### config.mk
export PLATFORM = sky130hd
export DESIGN_NAME = cont_read_sched
export DESIGN_NICKNAME = d
export VERILOG_FILES = /design/src/rtl/cont_read_sched.sv
export SDC_FILE = /design/constraint.sdc
export NUM_CORES = 1
export LEC_CHECK = 0
export CORE_MARGIN = 4
export CORE_UTILIZATION = 41
export CTS_BUF_LIST = sky130_fd_sc_hd__clkbuf_8
export CTS_CLUSTER_DIAMETER = 80
export DETAILED_ROUTE_END_ITERATION = 10
export PLACE_DENSITY = 0.7
export SLEW_MARGIN = 40
export SYNTH_ARGS = -nofsm -noshare
export SYNTH_HDL_FRONTEND = slang
export SYNTH_SLANG_ARGS = --single-unit
### constraint.sdc
create_clock -name clk -period 1.89 [get_ports clk]
set_clock_uncertainty 0.1 [all_clocks]
set_input_delay 0.189 -clock clk [delete_from_list [all_inputs] [get_ports clk]]
set_output_delay 0.189 -clock clk [all_outputs]
set_load 0.01 [all_outputs]
### src/rtl/cont_read_sched.sv
// -----------------------------------------------------------------------------
// cont_read_sched
//
// Reads counter values out of a four-entry counter bank on behalf of a host.
// The host pulses start together with a mode selection:
//   sweep = 1 : read indices 0, 1, 2, 3 in order, one per cycle when the bank
//               is ready (back-to-back captures).
//   sweep = 0 : read the single counter selected by idx_in.
// The bank answers a request combinationally through valid_out. If the bank
// stays non-valid for TIMEOUT consecutive request cycles on one index, the
// transaction is aborted with an err strobe. Any sweep indices that were not
// read yet are dropped.
//
// Parameters
//   CBITS   : counter data width (must match the counter bank)
//   TIMEOUT : consecutive non-valid request cycles that abort (2..15)
//
// Ports
//   clk         : single clock, rising edge
//   reset       : asynchronous, active-low reset
//   start       : host request pulse (ignored while a transaction runs)
//   sweep       : mode select, sampled with start
//   idx_in      : counter index for single mode, sampled with start
//   counter_out : read data from the bank
//   valid_out   : bank valid, responds to req in the same cycle
//   idx         : counter index driven to the bank
//   req         : read request driven to the bank
//   data_out    : last captured counter value (holds between captures)
//   data_idx    : index belonging to data_out
//   data_valid  : one-cycle strobe qualifying data_out / data_idx
//   busy        : transaction in progress
//   done        : one-cycle end-of-transaction strobe
//   err         : one-cycle timeout strobe, coincident with done
// -----------------------------------------------------------------------------
module cont_read_sched #(
    parameter int CBITS   = 7,
    parameter int TIMEOUT = 8
) (
    input  logic             clk,
    input  logic             reset,
    input  logic             start,
    input  logic             sweep,
    input  logic [1:0]       idx_in,
    input  logic [CBITS-1:0] counter_out,
    input  logic             valid_out,
    output logic [1:0]       idx,
    output logic             req,
    output logic [CBITS-1:0] data_out,
    output logic [1:0]       data_idx,
    output logic             data_valid,
    output logic             busy,
    output logic             done,
    output logic             err
);

    // One extra bit over what TIMEOUT-1 needs, so the counter has headroom
    // and can never wrap even if the compare were ever widened.
    localparam int WCW = $clog2(TIMEOUT) + 1;
    localparam logic [WCW-1:0] WAIT_LAST = WCW'(TIMEOUT - 1);
    localparam logic [1:0]     IDX_LAST  = 2'd3;

    typedef enum logic [1:0] {
        S_IDLE = 2'd0,
        S_READ = 2'd1,
        S_DONE = 2'd2
    } state_t;

    state_t           state_q,      state_d;
    logic [1:0]       cur_idx_q,    cur_idx_d;
    logic             sweep_q,      sweep_d;
    logic [WCW-1:0]   wait_cnt_q,   wait_cnt_d;
    logic [CBITS-1:0] data_out_q,   data_out_d;
    logic [1:0]       data_idx_q,   data_idx_d;
    logic             data_valid_q, data_valid_d;
    // Remembers that the transition into S_DONE was caused by a timeout.
    logic             err_q,        err_d;

    // -------------------------------------------------------------------------
    // State registers
    // -------------------------------------------------------------------------
    always_ff @(posedge clk or negedge reset) begin
        if (!reset) begin
            state_q      <= S_IDLE;
            cur_idx_q    <= 2'd0;
            sweep_q      <= 1'b0;
            wait_cnt_q   <= '0;
            data_out_q   <= '0;
            data_idx_q   <= 2'd0;
            data_valid_q <= 1'b0;
            err_q        <= 1'b0;
        end else begin
            state_q      <= state_d;
            cur_idx_q    <= cur_idx_d;
            sweep_q      <= sweep_d;
            wait_cnt_q   <= wait_cnt_d;
            data_out_q   <= data_out_d;
            data_idx_q   <= data_idx_d;
            data_valid_q <= data_valid_d;
            err_q        <= err_d;
        end
    end

    // -------------------------------------------------------------------------
    // Next-state logic
    // -------------------------------------------------------------------------
    always_comb begin
        state_d      = state_q;
        cur_idx_d    = cur_idx_q;
        sweep_d      = sweep_q;
        wait_cnt_d   = wait_cnt_q;
        data_out_d   = data_out_q;
        data_idx_d   = data_idx_q;
        // Strobes default low so they last exactly one cycle.
        data_valid_d = 1'b0;
        err_d        = 1'b0;

        unique case (state_q)
            S_IDLE: begin
                if (start) begin
                    sweep_d    = sweep;
                    cur_idx_d  = sweep ? 2'd0 : idx_in;
                    wait_cnt_d = '0;
                    state_d    = S_READ;
                end
            end

            S_READ: begin
                if (valid_out) begin
                    data_out_d   = counter_out;
                    data_idx_d   = cur_idx_q;
                    data_valid_d = 1'b1;
                    // Timeout is measured per index: every capture restarts it.
                    wait_cnt_d   = '0;
                    if (sweep_q && (cur_idx_q != IDX_LAST)) begin
                        cur_idx_d = cur_idx_q + 2'd1;
                    end else begin
                        state_d = S_DONE;
                    end
                end else if (wait_cnt_q == WAIT_LAST) begin
                    // This is the TIMEOUT-th miss on the current index.
                    state_d = S_DONE;
                    err_d   = 1'b1;
                end else begin
                    wait_cnt_d = wait_cnt_q + WCW'(1);
                end
            end

            S_DONE: begin
                state_d = S_IDLE;
            end

            default: begin
                state_d = S_IDLE;
            end
        endcase
    end

    // -------------------------------------------------------------------------
    // Outputs: handshake/status decoded from state so req rises the cycle
    // after start and everything drops to zero the moment reset asserts.
    // -------------------------------------------------------------------------
    always_comb begin
        req  = (state_q == S_READ);
        busy = (state_q == S_READ);
        idx  = (state_q == S_READ) ? cur_idx_q : 2'd0;
        done = (state_q == S_DONE);
        err  = (state_q == S_DONE) && err_q;
    end

    assign data_out   = data_out_q;
    assign data_idx   = data_idx_q;
    assign data_valid = data_valid_q;

endmodule

[Word-level counts from Yosys, hierarchy flattened]
Index checks and enable logic that the tools add are counted.
Cells by class
  muxes and demuxes: 20
  reductions and logical operators: 9
  $lt $le $gt $ge: 0
  multipliers: 0
  add/sub/neg operators: 2
  bitwise gates (word level): 0
  divide/modulo/power cells: 0
  equality and inequality tests: 10
  shifts and indexed selects: 0
Operators by type and width (number)
  2-bit two-way mux: 9
  4-bit two-way mux: 3
  2-bit one-hot mux with 2 select lines: 2
  4-bit one-hot mux with 2 select lines: 1
  2-bit != test, second input constant: 3
  3-bit != test, second input constant: 2
  3-bit AND reduction: 2
  1-bit two-way mux: 5
  4-bit by 1-bit adder with 4-bit output, second input constant: 1
  4-bit by 3-bit == test with 1-bit output, second input constant: 1
  2-bit AND reduction: 2
  4-bit AND reduction: 1
  3-bit by 2-bit != test with 1-bit output, second input constant: 1
  2-bit by 1-bit adder with 2-bit output, second input constant: 1
  2-bit by 1-bit == test with 1-bit output, second input constant: 1
  2-bit == test, second input constant: 1
  1-bit logical AND: 2
  2-bit zero test: 1
  2-bit by 1-bit != test with 1-bit output, second input constant: 1
  2-bit nonzero test: 1
Word-level totals
  RAM bits: 0
  input port bits: 14
  memories kept: 0
  flip-flop bits (word level): 20
  bits in latches: 0
  logic and storage cells: 49
  memory bits (read-only): 0

[Longest topological paths before layout]
Gate-level depths: netlist of the first run.
  depth after elaboration: 5
  depth in mapped cells: 4
  depth with buffers taken out: 4

[Worst setup path before layout of the first run]
OpenSTA, ideal clock, no wires.
  path type: reg2reg
  start point: reg state_q[0]
  end point: reg cur_idx_q[1]
  arrival time: 1235 ps
  path buffers: 1
  stages on the path, launching flop included: 5
  slack: 431 ps
  data required time: 1665 ps
  cell sequence: dfrtp_1 buf_6 o21bai_1 a21o_1 mux2_2
Between the ends
  longest elaborated chain between the ends: 3
RTL lines
  start: declaration: line 68  | state_t state_q, state_d;
  start signal: assignment: line 92  | state_q <= state_d;
  2-bit by 1-bit == test with 1-bit output / 2-bit zero test (equally long branches): line 117  | unique case (state_q)
  2-bit by 1-bit != test with 1-bit output (no line), or another cell as far along
  4-bit AND reduction (no line)
  end signal: assignment: line 93  | cur_idx_q <= cur_idx_d;
  end: declaration: line 69  | logic [1:0] cur_idx_q, cur_idx_d;
Parallel ways exist; a longest one is shown, timed or not.
A chain may end at the register's enable or synchronous reset.

[Final worst setup path of the first run]
  start point: reg state_q[0]
  end point: out req
Between the ends
  longest elaborated chain between the ends: 1
RTL lines
  2-bit by 1-bit == test with 1-bit output: line 163  | req = (state_q == S_READ);
  end: declaration: line 47  | output logic req,
No other way between the ends.

==> impl_metrics.csv, run 1 <==
group,metric,value,unit
worst_setup_path,crit_chain,"buf_4 -> and2b_2 -> clkdlybuf4s50_1",
worst_setup_path,cp.arrival,1.53,ns
clocking,postCtsHoldBufs,0,
clocking,cts-buffers-inserted,3,
grt,grt_pass1_wl,3240,um
power_and_ir_drop,p_leak,0.000618,uW
final_layout,nets,128,
yosys,synth_nets,90,
final_layout,multi_input_area,389,um2
routing,wl_per_cell,14.3,um
yosys,syn_area,922,um2
worst_setup_path,cp_max_fo,5,
final_layout,register_area,503,um2
placement,gp_congestion,0.720,
worst_setup_path,r2r_setup_slack,0.18,ns
run_status,status,"finished, final reports clean",
yosys,avgSynthCellArea,12.5,um2
clocking,cts_max_level,1,
worst_setup_path,critPathMaxStageDelay,0.48,ns
yosys,ys_ff_latch,20,
routing,ant_nets,0,
sta,layout_worst_path_cycle_share,96.1,%
worst_setup_path,crit_path_start_kind,"flip-flop",
worst_setup_path,r2r_cells,5,
clocking,insertion_delay,0.25,ns
sta,hold_violations,0,
yosys,syn_inst,74,
routing,drtIter0Drc,15,
worst_hold_path,min_path_type,"in2async",
die,io_pins,30,
routing,drtPass1Iterations,4,
sta,worst_slew_pin_slew,0.424,ns
grt,grt_pass1_vias,695,
power_and_ir_drop,peakVddDrop,0.000869,V
power_and_ir_drop,intPower,1490,uW
grt,grt_usage,13.4,%
sta,slew_headroom,71.7,%
routing,vias_per_cell,5.12,
worst_setup_path,worst-path-buf-inv,2,
routing,routed_wl,1980,um
final_layout,antennaDiodeCount,0,
die,die-area,0.00307,mm2
yosys,synth-seq-area-share,54.3,%
power_and_ir_drop,power_frac_seq,34.1,%
sta,period_minus_slack,1.82,ns
final_layout,final_common_cell,"clkdlybuf4s50_1",
sta,fin_setup_tns,0,ns
worst_setup_path,critPathKind,"reg2out",
placement,port_buffers,29,
flow_run,max_cap_viol_count,0,
worst_setup_path,cpMaxStageDelayCell,"clkdlybuf4s50_1",
power_and_ir_drop,p_sw,635,uW
clocking,clk_root_buffer_cell,"clkbuf_8",
final_layout,mostFrequentLayoutCells,"clkdlybuf4s50_1, dfrtp_1, mux2_2",
placement,dp_hpwl,1430,um
final_layout,drive_above_1_share,24.3,%
yosys,yosysWarnings,0,
routing,num_vias,707,
sta,rsz0062_at_grt,"false",
power_and_ir_drop,swShare,29.8,%
clocking,cts_tree,"yes",
routing,drc_errors,0,
grt,antenna_found_initial,0,
worst_setup_path,end_kind,"output pin",
sta,setup_violations,0,
power_and_ir_drop,pwr-share-comb,46.0,%
grt,grt_max_degree,21,
die,die_w,55.4,um
power_and_ir_drop,clkPwrFrac,19.8,%
final_layout,nFillCells,174,
sta,max_freq,0.551,GHz
clocking,path_clk_slew,0.08,ns
worst_setup_path,cpLargestDelayFamily,"buffers and inverters",
yosys,ys_types,30,
die,rows,16,
clocking,cts_sinks,20,
power_and_ir_drop,pwr_density_cell,1580,mW/mm2
die,start_util,45.2,%
final_layout,area_delta_synth_final,46.0,%
clocking,clock_path_buffers,2,
power_and_ir_drop,p_total,2130,uW
die,die_h,55.4,um
sta,drv_slew,0,
worst_setup_path,r2r-end,"data_out[2]",
worst_setup_path,crit-reg2reg-launch,"state_q[0]",
worst_setup_path,cp.required,1.60,ns
grt,overflow,0,
die,core,0.00204,mm2
sta,whs,0.176,ns
## metrics by stage
stage / cell area [um2] / setup WS [ns] / utilization (%) / std cells
2_1_floorplan: 922 / 0.431 / - / 74
3_3_place_gp: 1240 / 0.244 / 60.8 / 130
3_5_place_dp: 1240 / 0.210 / 60.8 / 130
4_1_cts: 1320 / 0.0188 / 64.8 / 135
5_1_grt: 1350 / 0.0291 / 65.9 / 138
6_report: 1350 / 0.0740 / 65.9 / 138
## registers in the layout, indices dropped and copies added, names as in the netlist
| register | count |
|---|---|
| err_q | 1 |
| data_valid | 1 |
| state_q | 2 |
| cur_idx_q | 2 |
| data_out | 7 |
| wait_cnt_q | 4 |
| data_idx | 2 |
| sweep_q | 1 |
## timing repair
item / in CTS / in global routing
setup buffers: 1 / 3
endpoints found under the setup margin: 2 / 1
resized for setup: 4 / 0
pin swaps: 0 / 0
## per-layer routing
metal	up-vias	part of all wire (%)	global-route usage [%]
li1	335	-	-
met4	0	1.5	7.29
met2	24	47	20.8
met3	4	6.8	4.66
met1	344	45	16.3
met5	-	0	0
## final cells by class
cell class | count | area share [%]
clock buffer | 3 | 3.07
clock inverter | 1 | 2.23
inverter | 4 | 1.12
multi-input combinational | 48 | 28.9
sequential | 20 | 37.4
tap | 27 | 2.51
timing repair buffer | 35 | 24.8
## worst max-delay path by stage
stage	start	to	slack (ns)	cells after the start
2_1_floorplan	state_q[0]	cur_idx_q[1]	0.43	4
3_5_place_dp	valid_out	wait_cnt_q[3]	0.21	4
6_report	state_q[0]	req	0.07	3
3_3_place_gp	state_q[1]	idx[1]	0.24	3
5_1_grt	state_q[0]	err	0.03	3
4_1_cts	state_q[0]	err	0.02	3
## Yosys cell counts (all sizes together)
library cell | number | area share [%]
and2b | 2 | 1.6
nor2b | 1 | 0.68
mux2 | 11 | 13
nor3b | 1 | 0.81
or3b | 1 | 1.2
nor4b | 1 | 1.6
nand3b | 3 | 2.4
and3 | 2 | 1.4
and2 | 2 | 1.4
nand3 | 1 | 0.54
nand2b | 1 | 0.68
buf | 2 | 2.0
a211o | 1 | 0.95
o22a | 1 | 0.95
a21oi | 1 | 0.54
xnor2 | 1 | 0.95
a32o | 1 | 1.1
nand2 | 4 | 1.9
a22o | 1 | 0.95
o32ai | 1 | 0.95
o21bai | 2 | 1.6
inv | 4 | 1.6
a31oi | 1 | 0.68
o21ai | 1 | 0.54
a21o | 1 | 0.81
ha | 2 | 2.7
nor2 | 4 | 1.6
dfrtp | 20 | 54
## power by group through the flow
stage	Sequential [uW]	Combinational, uW	Clock, uW
global route	750	1060	453
finish	726	980	422
CTS	740	928	432
detailed placement	745	908	0
global placement	736	895	0
floorplan	758	477	0
## logic make-up (layout without fill, tap and decap cells)
| family | count (synthesis) | after routing | synth area share [%] |
|---|---|---|---|
| xor gates and xnor gates | 1 | 1 | 0.950 |
| AOI/OAI and AO/OA | 11 | 11 | 9.09 |
| muxes | 11 | 11 | 13.4 |
| buffers and inverters | 6 | 43 | 3.66 |
| and+or+nand+nor | 23 | 23 | 15.9 |
| DFF | 20 | 20 | 54.3 |
| adders and majority gates | 2 | 2 | 2.71 |
Note: power is estimated with default switching activity, not from simulation.
==> run 2, diff against run 1 <==
--- a/config.mk
+++ b/config.mk
@@ -6,11 +6,11 @@
 export NUM_CORES = 1
 export LEC_CHECK = 0
 export CORE_MARGIN = 4
-export CORE_UTILIZATION = 41
+export CORE_UTILIZATION = 47
 export CTS_BUF_LIST = sky130_fd_sc_hd__clkbuf_8
 export CTS_CLUSTER_DIAMETER = 80
 export DETAILED_ROUTE_END_ITERATION = 10
-export PLACE_DENSITY = 0.7
+export PLACE_DENSITY = 0.79
 export SLEW_MARGIN = 40
 export SYNTH_ARGS = -nofsm -noshare
 export SYNTH_HDL_FRONTEND = slang
==> impl_metrics.csv, run 2 (synthesis results as in run 1) <==
group,metric,value,unit
worst_setup_path,crit-reg2reg-launch,"state_q[0]",
die,rows,15,
sta,setup_violations,0,
grt,grt_pass1_vias,708,
routing,num_vias,695,
grt,grt_pass1_wl,3240,um
worst_setup_path,r2r_cells,4,
final_layout,multi_input_area,389,um2
die,io_pins,30,
run_status,status,"finished, final reports clean",
routing,wl_met2,1040,um
routing,top_layer,"met4",
routing,ant_nets,0,
sta,worst_slew_pin_slew,0.448,ns
worst_setup_path,cp_max_fo,6,
grt,grt_usage,16.4,%
placement,gp_congestion,0.695,
power_and_ir_drop,pwr-share-comb,48.0,%
flow_run,max_cap_viol_count,0,
routing,vias_per_cell,5.27,
grt,antenna_found_initial,0,
power_and_ir_drop,p_sw,631,uW
clocking,clk_root_buffer_cell,"clkbuf_8",
worst_setup_path,r2r_setup_slack,0.18,ns
power_and_ir_drop,power_frac_seq,38.1,%
routing,wl_per_cell,15.0,um
routing,routed_wl,1980,um
routing,drtIter0Drc,8,
final_layout,area_delta_synth_final,40.0,%
clocking,cts_tree,"yes",
power_and_ir_drop,swShare,32.4,%
final_layout,nFillCells,143,
final_layout,antennaDiodeCount,0,
sta,slew_headroom,70.1,%
final_layout,largest_register_ffs,7,
die,die_h,52.3,um
final_layout,stdcell_area,0.00129,mm2
worst_setup_path,crit_path_start_kind,"flip-flop",
worst_setup_path,critPathKind,"reg2out",
placement,dp_hpwl,1480,um
clocking,clock_path_buffers,2,
power_and_ir_drop,pwr_density_cell,1510,mW/mm2
placement,port_buffers,29,
sta,rsz0062_at_grt,"false",
sta,fin_setup_tns,0,ns
die,die-area,0.00273,mm2
clocking,insertion_delay,0.25,ns
power_and_ir_drop,clkPwrFrac,13.9,%
power_and_ir_drop,peakVddDrop,0.000905,V
power_and_ir_drop,p_leak,0.000589,uW
grt,grt_max_degree,21,
clocking,path_clk_slew,0.07,ns
final_layout,nets,125,
final_layout,drive_above_1_share,21.5,%
die,die_w,52.3,um
worst_setup_path,r2r-end,"cur_idx_q[1]",
worst_hold_path,min_path_type,"in2async",
sta,max_freq,0.545,GHz
sta,hold_violations,0,
placement,place_area,0.00123,mm2
final_layout,mostFrequentLayoutCells,"clkdlybuf4s50_1, dfrtp_1, mux2_2",
routing,wl_met1,801,um
routing,drc_errors,0,
sta,period_minus_slack,1.84,ns
die,core,0.00178,mm2
clocking,cts_sinks,20,
worst_setup_path,cp.required,1.60,ns
clocking,cts_max_level,1,
worst_setup_path,end_kind,"output pin",
final_layout,register_area,503,um2
grt,overflow,0,
routing,drtPass1Iterations,4,
final_layout,final_common_cell,"clkdlybuf4s50_1",
sta,layout_worst_path_cycle_share,97.2,%
routing,wl_met3,116,um
power_and_ir_drop,intPower,1320,uW
clocking,cts-buffers-inserted,3,
worst_setup_path,cp.arrival,1.55,ns
sta,drv_slew,0,
die,start_util,51.7,%
-- run 2: critical path, stage by stage (launching register included) --
cell	delay (ns)
dfrtp_2	0.44
and2b_1	0.21
and2_1	0.12
clkdlybuf4s50_1	0.52
-- run 2: how the worst max path moves through the flow --
stage / start / to / depth (start not counted)
3_5_place_dp: start / cur_idx_q[1] / 4
4_1_cts: state_q[0] / err / 3
5_1_grt: state_q[0] / err / 3
6_report: state_q[0] / err / 3
3_3_place_gp: state_q[1] / idx[1] / 3
2_1_floorplan: state_q[0] / cur_idx_q[1] / 4
-- run 2: power groups by stage --
stage / Sequential [uW] / Clock (uW) / Combinational, uW
3_3_place_gp: 736 / 0 / 867
6_report: 741 / 270 / 935
3_5_place_dp: 753 / 0 / 900
5_1_grt: 765 / 294 / 1030
4_1_cts: 748 / 277 / 904
2_1_floorplan: 758 / 0 / 477
-- run 2: cell type report --
type,instances,area share (%)
Timing Repair Buffer,32,24.1
Clock buffer,3,3.20
Tap cell,25,2.42
Inverter,4,1.16
Sequential cell,20,39.0
Multi-Input combinational cell,48,30.1
-- run 2: per-layer routing --
metal | up-vias | track usage (%)
met5 | - | 0
met3 | 2 | 4.56
met4 | 0 | 8.51
met1 | 346 | 19.1
met2 | 22 | 27.3
li1 | 325 | -
-- run 2: through the flow --
stage / util [%] / std cells / hold WS (ns) / setup slack (ns) / power, uW
floorplan: - / 74 / -0.207 / 0.431 / 1230
global placement: 69.1 / 127 / 0.387 / 0.210 / 1600
detailed placement: 69.1 / 127 / 0.394 / 0.161 / 1650
CTS: 71.6 / 130 / 0.178 / 0.0166 / 1930
global route: 72.4 / 132 / 0.194 / 0.00156 / 2090
finish: 72.4 / 132 / 0.166 / 0.0536 / 1950
-- run 2: what timing repair did --
item,4_1_cts,5_1_grt
hold buffers,0,0
buffers inserted,0,2
gates resized for setup,4,0
setup endpoints to repair,2,1
==> run 3, diff against run 2 <==
--- a/config.mk
+++ b/config.mk
@@ -5,7 +5,7 @@
 export SDC_FILE = /design/constraint.sdc
 export NUM_CORES = 1
 export LEC_CHECK = 0
-export CORE_MARGIN = 4
+export CORE_MARGIN = 1
 export CORE_UTILIZATION = 47
 export CTS_BUF_LIST = sky130_fd_sc_hd__clkbuf_8
 export CTS_CLUSTER_DIAMETER = 80
==> impl_metrics.csv, run 3 (synthesis results as in run 1) <==
group,metric,value,unit
run_status,status,"finished, final reports clean",
sta,slew_headroom,71.3,%
worst_setup_path,crit_path_start_kind,"flip-flop",
power_and_ir_drop,power_frac_seq,37.8,%
worst_setup_path,cp.arrival,1.47,ns
sta,setup_violations,0,
worst_setup_path,end_kind,"output pin",
sta,rsz0062_at_grt,"false",
final_layout,antennaDiodeCount,0,
placement,place_area,0.00123,mm2
die,rows,15,
routing,routed_wl,1880,um
power_and_ir_drop,p_sw,610,uW
final_layout,nets,126,
die,die-area,0.00214,mm2
final_layout,largest_register_ffs,7,
grt,grt_pass1_wl,2860,um
sta,fin_setup_tns,0,ns
worst_setup_path,r2r_setup_slack,0.31,ns
worst_setup_path,cpMaxStageDelayCell,"clkdlybuf4s50_1",
power_and_ir_drop,intPower,1320,uW
sta,hold_violations,0,
die,die_h,46.3,um
grt,grt_pass1_vias,670,
power_and_ir_drop,p_leak,0.000627,uW
die,io_pins,30,
grt,antenna_found_initial,0,
routing,wl_per_cell,14.1,um
clocking,cts_sinks,20,
power_and_ir_drop,clkPwrFrac,13.8,%
sta,layout_worst_path_cycle_share,93.2,%
worst_setup_path,crit_chain,"and2b_2 -> clkdlybuf4s50_1",
clocking,clk_root_buffer_cell,"clkbuf_8",
placement,dp_hpwl,1390,um
die,start_util,51.7,%
routing,drtIter0Drc,7,
clocking,path_clk_slew,0.07,ns
clocking,cts_max_level,1,
worst_hold_path,min_path_type,"in2async",
grt,grt_max_degree,21,
final_layout,stdcell_area,0.00130,mm2
worst_setup_path,critPathMaxStageDelay,0.54,ns
clocking,clock_path_buffers,2,
power_and_ir_drop,pwr_density_cell,1480,mW/mm2
clocking,insertion_delay,0.25,ns
sta,max_freq,0.567,GHz
final_layout,mostFrequentLayoutCells,"clkdlybuf4s50_1, dfrtp_1, mux2_2",
final_layout,final_common_cell,"clkdlybuf4s50_1",
sta,worst_slew_pin_slew,0.430,ns
power_and_ir_drop,peakVddDrop,0.000883,V
routing,vias_per_cell,5.21,
placement,gp_congestion,0.791,
power_and_ir_drop,swShare,31.6,%
worst_setup_path,critPathKind,"reg2out",
grt,grt_usage,19.4,%
die,die_w,46.3,um
final_layout,drive_above_1_share,21.3,%
final_layout,final_util,73.1,%
grt,overflow,0,
flow_run,max_cap_viol_count,0,
routing,ant_nets,0,
worst_setup_path,cp_max_fo,5,
clocking,cts_tree,"yes",
final_layout,nFillCells,128,
routing,num_vias,693,
worst_setup_path,cp.required,1.60,ns
routing,drtPass1Iterations,4,
clocking,cts-buffers-inserted,3,
die,core,0.00178,mm2
placement,port_buffers,29,
final_layout,area_delta_synth_final,41.4,%
power_and_ir_drop,pwr-share-comb,48.4,%
sta,whs,0.173,ns
sta,period_minus_slack,1.76,ns
sta,drv_slew,0,
routing,drc_errors,0,
[run 3: cell types whose count changed in the layout (fill, tap and decap cells not counted), sizes merged]
| cell | delta |
|---|---|
| clkdlybuf4s50 | -1 |
| buf | +1 |
| dlygate4sd2 | -1 |
| dlymetal6s2s | +2 |
[run 3: final timing paths]
path | from | end | cells past startpoint
worst min register to register | data_out[5] | data_out[5] | 1
min in group clk | data_out[5] | data_out[5] | 1
worst max-delay path | state_q[1] | req | 2
max in group asynchronous | reset | state_q[0] | 2
worst min-delay path | reset | data_valid | 2
worst max register to register | state_q[0] | cur_idx_q[1] | 3
[run 3: critical path, delay by kind of cell (launching register included)]
kind          cells  cell delay, ns
buf+inv           1            0.54
flops             1            0.41
simple gates      1            0.27
[run 3: cell type report]
type	count	area [um2]	area share [%]
inverter	4	15.0	1.15
clock buffer	3	41.3	3.17
multi-input combinational	48	389	29.8
tap	25	31.3	2.40
sequential	20	502	38.5
timing repair buffer	33	325	25.0
[run 3: power groups by stage]
stage | logic, uW | registers, uW | clock network (uW)
2_1_floorplan | 477 | 758 | 0
3_3_place_gp | 859 | 738 | 0
3_5_place_dp | 886 | 745 | 0
4_1_cts | 921 | 735 | 275
5_1_grt | 1010 | 752 | 285
6_report | 935 | 729 | 266
[run 3: metrics by stage]
| step | setup WS (ns) | total power, uW | instances |
|---|---|---|---|
| floorplan | 0.431 | 1230 | 74 |
| global placement | 0.213 | 1600 | 127 |
| detailed placement | 0.145 | 1630 | 127 |
| CTS | 0.0163 | 1930 | 132 |
| global route | 0.0716 | 2050 | 133 |
| finish | 0.128 | 1930 | 133 |
[run 3: layer usage]
metal	global-route usage (%)	vias to the layer above	wire [um]
li1	-	331	-
met1	23.5	336	856
met2	33.2	21	919
met3	2.35	5	65
met4	10.6	0	40
met5	0	-	0
[run 3: what timing repair did]
item                                    in CTS  in global routing
setup buffers                                2                  1
endpoints found under the setup margin       2                  2
gates resized for setup                      2                  2
pin swaps                                    0                  0
hold buffers                                 0                  0
